==> src/rtl/bram_pkg.sv <==
// bram_pkg: shared BRAM geometry defaults and copy-engine state encoding.
package bram_pkg;
  localparam int BRAM_WIDTH = 16;
  localparam int BRAM_DEPTH = 1024;
  typedef enum logic [1:0] {IDLE, RUN, DRAIN, DONE} copy_state_t;
  function automatic int addr_w(input int depth);
    return $clog2(depth);
  endfunction
endpackage

==> src/rtl/bram_copy_addr_gen.sv <==
// bram_copy_addr_gen: loadable up/down word address counter with remaining-count output.
module bram_copy_addr_gen
  import bram_pkg::*;
#(
  parameter int AW = addr_w(BRAM_DEPTH)
) (
  input  logic          clk,
  input  logic          rst_n,
  input  logic          i_load,
  input  logic          i_step,
  input  logic          i_down,
  input  logic [AW-1:0] i_addr,
  input  logic [AW:0]   i_cnt,
  output logic [AW-1:0] o_addr,
  output logic [AW:0]   o_rem
);
  logic [AW-1:0] r_addr;
  logic [AW:0]   r_rem;
  logic          r_down;
  always_ff @(posedge clk or negedge rst_n) begin
    if (!rst_n) begin
      r_addr <= '0;
      r_rem  <= '0;
      r_down <= 1'b0;
    end else if (i_load) begin
      r_addr <= i_addr;
      r_rem  <= i_cnt;
      r_down <= i_down;
    end else if (i_step) begin
      r_addr <= r_down ? r_addr - 1'b1 : r_addr + 1'b1;
      r_rem  <= r_rem - 1'b1;
    end
  end
  assign o_addr = r_addr;
  assign o_rem  = r_rem;
endmodule

==> src/rtl/bram_copy_engine.sv <==
// bram_copy_engine: copies a word block inside one dual-port BRAM, reading port A
// and writing port B one cycle behind, choosing direction so overlaps copy safely.
module bram_copy_engine
  import bram_pkg::*;
#(
  parameter int WIDTH = BRAM_WIDTH,
  parameter int DEPTH = BRAM_DEPTH,
  localparam int AW = addr_w(DEPTH)
) (
  input  logic             clk,
  input  logic             rst_n,
  input  logic             start,
  input  logic [AW-1:0]    src_addr,
  input  logic [AW-1:0]    dst_addr,
  input  logic [AW:0]      len,
  output logic             busy,
  output logic             done,
  output logic             err,
  output logic             read_en_a,
  output logic [AW-1:0]    addr_a,
  input  logic [WIDTH-1:0] data_out_a,
  output logic             write_en_b,
  output logic [AW-1:0]    addr_b,
  output logic [WIDTH-1:0] data_in_b
);
  localparam logic [AW+1:0] DEPTH_X = (AW+2)'(DEPTH);
  localparam logic [AW:0]   ONE     = (AW+1)'(1);
  copy_state_t   r_state, w_next;
  logic          r_wr_vld, r_err;
  logic [AW+1:0] w_src_end, w_dst_end;
  logic          w_bad, w_down, w_accept, w_load;
  logic [AW-1:0] w_ofs, w_rd_start, w_wr_start, w_rd_addr, w_wr_addr;
  logic [AW:0]   w_rd_rem, w_wr_rem;
  assign w_src_end  = {2'b00, src_addr} + {1'b0, len};
  assign w_dst_end  = {2'b00, dst_addr} + {1'b0, len};
  assign w_bad      = (w_src_end > DEPTH_X) || (w_dst_end > DEPTH_X);
  // Destination starting inside the source block would clobber unread words going up.
  assign w_down     = (dst_addr > src_addr) && ({2'b00, dst_addr} < w_src_end);
  assign w_accept   = start && (r_state == IDLE || r_state == DONE);
  assign w_load     = w_accept && !w_bad && (len != '0);
  assign w_ofs      = AW'(len) - 1'b1;
  assign w_rd_start = w_down ? src_addr + w_ofs : src_addr;
  assign w_wr_start = w_down ? dst_addr + w_ofs : dst_addr;
  bram_copy_addr_gen #(.AW(AW)) u_rd_gen (
    .clk    (clk),
    .rst_n  (rst_n),
    .i_load (w_load),
    .i_step (r_state == RUN),
    .i_down (w_down),
    .i_addr (w_rd_start),
    .i_cnt  (len),
    .o_addr (w_rd_addr),
    .o_rem  (w_rd_rem)
  );
  bram_copy_addr_gen #(.AW(AW)) u_wr_gen (
    .clk    (clk),
    .rst_n  (rst_n),
    .i_load (w_load),
    .i_step (r_wr_vld),
    .i_down (w_down),
    .i_addr (w_wr_start),
    .i_cnt  (len),
    .o_addr (w_wr_addr),
    .o_rem  (w_wr_rem)
  );
  always_comb begin
    w_next = r_state;
    if (w_accept)
      w_next = w_bad ? IDLE : (len == '0) ? DONE : RUN;
    else if (r_state == DONE)
      w_next = IDLE;
    else if (r_state == RUN && w_rd_rem == ONE)
      w_next = DRAIN;
    else if (r_state == DRAIN && w_wr_rem == ONE)
      w_next = DONE;
  end
  always_ff @(posedge clk or negedge rst_n) begin
    if (!rst_n) begin
      r_state  <= IDLE;
      r_wr_vld <= 1'b0;
      r_err    <= 1'b0;
    end else begin
      r_state  <= w_next;
      r_wr_vld <= (r_state == RUN);
      r_err    <= w_accept && w_bad;
    end
  end
  assign busy       = (r_state == RUN) || (r_state == DRAIN);
  assign done       = (r_state == DONE);
  assign err        = r_err;
  assign read_en_a  = (r_state == RUN);
  assign addr_a     = w_rd_addr;
  assign write_en_b = r_wr_vld;
  assign addr_b     = w_wr_addr;
  assign data_in_b  = r_wr_vld ? data_out_a : '0;
endmodule

==> config.mk <==
export PLATFORM = sky130hd
export DESIGN_NAME = bram_copy_engine
export DESIGN_NICKNAME = d
export VERILOG_FILES = /design/src/rtl/bram_pkg.sv /design/src/rtl/bram_copy_addr_gen.sv /design/src/rtl/bram_copy_engine.sv
export SDC_FILE = /design/constraint.sdc
export NUM_CORES = 1
export LEC_CHECK = 0
export CAP_MARGIN = 15
export CORE_UTILIZATION = 50
export DETAILED_ROUTE_END_ITERATION = 6
export PLACE_DENSITY = 0.78
export SETUP_SLACK_MARGIN = 0.5
export SYNTH_ARGS = -nofsm -noshare
export SYNTH_HDL_FRONTEND = slang
export SYNTH_HIERARCHICAL = 1
export SYNTH_SLANG_ARGS = --single-unit
==> constraint.sdc <==
create_clock -name clk -period 2.25 [get_ports clk]
set_clock_uncertainty 0.2 [all_clocks]
set_input_delay 0.45 -clock clk [delete_from_list [all_inputs] [get_ports clk]]
set_output_delay 0.45 -clock clk [all_outputs]
set_load 0.01 [all_outputs]
==> impl_results.md <==
- Sequential element share of the synthesized area: 21.0%
- Peak VDD IR: 282 uV
- Die Ht: 109 um
- Cts hold-fix bufs: 0
- DR iter-0 viols: 1053
- Synthesized flop and latch total: 48
- Port Buffers: 90
- Syn_area_per_cell: 8.41 um^2
- Worst setup EP type: register
- WL final: 28.6 mm
- GRT Overall Usage: 42.1%
- Syn_nets: 816
- TritonCTS clock tree: done
- Synth Flop Type: dfrtp_1
- EDFF count, synth: 0
- Yosys Warn Count: 6
- Placed Instances: 1057
- Library cells used by synthesis: 66
- Critical Path RT: 2.29 ns
- Final Setup Violations: 47
- Nets@finish: 1128
- Final Total Pwr: 3570 uW
- Unrepaired setup endpoints after global routing: true
- Worst Slack Setup Final: -1.95 ns
- Vias in the first global route: 7613
- First-pass GRT wire length: 38.2 mm
- H-tree Lvls: 2
- Clock Sinks: 48
- Final slew viol count: 0
- # DRC: 1
- Antenna-violating nets left: 0
- Syn-to-layout area delta: 73.6%
- Cells on worst reg2reg path: 8
- Failing checks: design-rule violations, negative setup slack
- Routed len/inst: 25.3 um
- Layout cell share with drive strength beyond 1: 45.6%
- Fraction of registers with async set or reset after synthesis: 100%
- Final hold violations: 0
- Crit path max fanout: 5
- Commonest non-fill, non-tap cells in the layout: buf_4 (177), buf_6 (61), ha_1 (59)
- Number of antenna violations at the first check in global routing: 1
- Row count: 38
- Max Freq: 238 MHz
- Worst setup path start: len[0]
- Status: finished, violations left
- Minimum clock period: 4.20 ns
- Via-to-Cell Ratio: 6.67
- Clock slew at reported path FFs: 0.08 ns
- Starting Density: 52.2%
- Via total after detailed routing: 7565
- Clk_lat worst skew: 0.30 ns
- Max-Cap Viols: 0
- Cell Count, Final, Fillers Out: 1134
- TritonCTS Buffers: 5
- Power Density: 359 nW/um^2
- Worst Max-Slew Pin Slew: 0.792 ns
- CP arrival: 4.25 ns
- Die area: 11900 um^2
- P_leak: 0.00458 uW
- Placer Congestion: 0.990
- Hold Path Class: in2async
- Die X: 109 um
- Commonest non-fill, non-tap cell in the layout: buf_4
- Post-detail-place hpwl: 14.7 mm
- Boundary Pins: 91
- Core area: 11000 um^2
- Cells after Synth: 681
- Worst r2r dst: u_rd_gen/o_addr[8]$_DFFE_PN0P_
- Root buf cell: clkbuf_16
- Pre-Repair DR Iteration Count: 7
- Slew HR: 46.7%
- Clk buf depth: 2
- Post-Syn Area: 5730 um^2
- RR Startpoint: u_rd_gen/r_down$_DFFE_PN0P_
- GRT overflow: 0
- Setup crit start kind: input port
- R2r setup slk: -0.45 ns
- Antenna Cells: 0
- Hold WS: 0.0569 ns
- Largest net degree at the start of global routing: 49
- Type of the worst setup path: in2reg
- Period utilisation layout: 187%
-- registers in the layout, summed over array words and instances, names as in the netlist --
signal	count
u_wr_gen/o_rem	11
u_rd_gen/o_addr	10
u_wr_gen/r_down	1
write_en_b	1
r_state	2
u_rd_gen/o_rem	11
u_wr_gen/o_addr	10
err	1
u_rd_gen/r_down	1
-- worst max-delay path by stage --
stage	endpoint	slack, ns	cells after the start
finish	u_rd_gen/o_addr[8]$_DFFE_PN0P_	-1.95	17
global route	u_rd_gen/o_addr[8]$_DFFE_PN0P_	-2.19	17
CTS	u_rd_gen/o_addr[8]$_DFFE_PN0P_	-1.35	18
detailed placement	u_rd_gen/o_addr[8]$_DFFE_PN0P_	-2.19	17
global placement	u_rd_gen/o_addr[8]$_DFFE_PN0P_	-2.13	17
floorplan	u_wr_gen/o_addr[8]$_DFFE_PN0P_	-1.37	14
-- worst max-delay path, stage by stage --
cell,delay [ns]
buf_8,0.10
ha_4,0.16
fa_2,0.37
a21oi_2,0.15
o211ai_1,0.14
buf_4,0.18
o41ai_4,0.43
xnor2_1,0.18
buf_4,0.18
ha_4,0.26
nand2_4,0.05
o31ai_4,0.25
a21oi_4,0.14
buf_6,0.17
buf_16,0.13
o21ai_0,0.62
a221o_1,0.28
-- Yosys cell counts, types with 10 or more instances --
master	n	area [um^2]
a21o_1	18	135
dfrtp_1	48	1200
a211oi_1	12	90.1
o21bai_1	12	90.1
nand2_1	68	255
nor3_1	16	80.1
inv_1	34	128
nand3_1	16	80.1
a21oi_1	48	240
o21ai_0	62	310
clkbuf_1	11	41.3
xnor2_1	47	412
nor2_1	31	116
xor2_1	21	184
nor2b_1	10	62.6
and2_1	19	119
ha_1	79	988
-- per-stage QoR --
stage	worst slack [ns]	setup TNS, ns	cell area, um^2	util, %
floorplan	-1.37	-52.85	5940	-
global placement	-2.13	-89.58	8120	73.9
detailed placement	-2.19	-92.40	8120	73.9
CTS	-1.35	-56.39	9480	86.3
global route	-2.19	-82.55	9950	90.6
finish	-1.95	-75.20	9950	90.6
-- per-layer routing --
layer / share of wire (%) / track usage (%)
met5: 0.045 / 0.446
met4: 8.7 / 31.3
met3: 12 / 9.62
met2: 47 / 72.8
met1: 33 / 44.7
-- final cells by class --
class	instances	area, um^2
Multi-Input combinational cell	582	5200
Timing Repair Buffer	322	3070
Clock buffer	5	125
Sequential cell	48	1200
Tap cell	140	175
Fill cell	423	1040
Inverter	34	128
Clock inverter	3	46.3
-- report_power, final --
part / internal [uW] / total [uW] / switching [uW]
logic: 891 / 1800 / 911
clock network: 530 / 910 / 380
registers: 862 / 862 / 0
total: 2280 / 3570 / 1290
-- cells by family after synthesis --
logic type	after synthesis	synth area share (%)
and+or+nand+nor	214	20.1
AOI/OAI and AO/OA	193	21.0
adders and majority gates	85	19.3
xor gates and xnor gates	68	10.4
buffers and inverters	51	3.65
DFF	48	21.0
muxes	22	4.59
-- timing repair --
item / CTS / global route
endpoints found under the setup margin: 88 / 72
pin swaps: 78 / 23
buffers inserted: 43 / 14
gates cloned: 11 / 1
gates resized for setup: 370 / 94
Note: power is estimated with default switching activity, not from simulation.
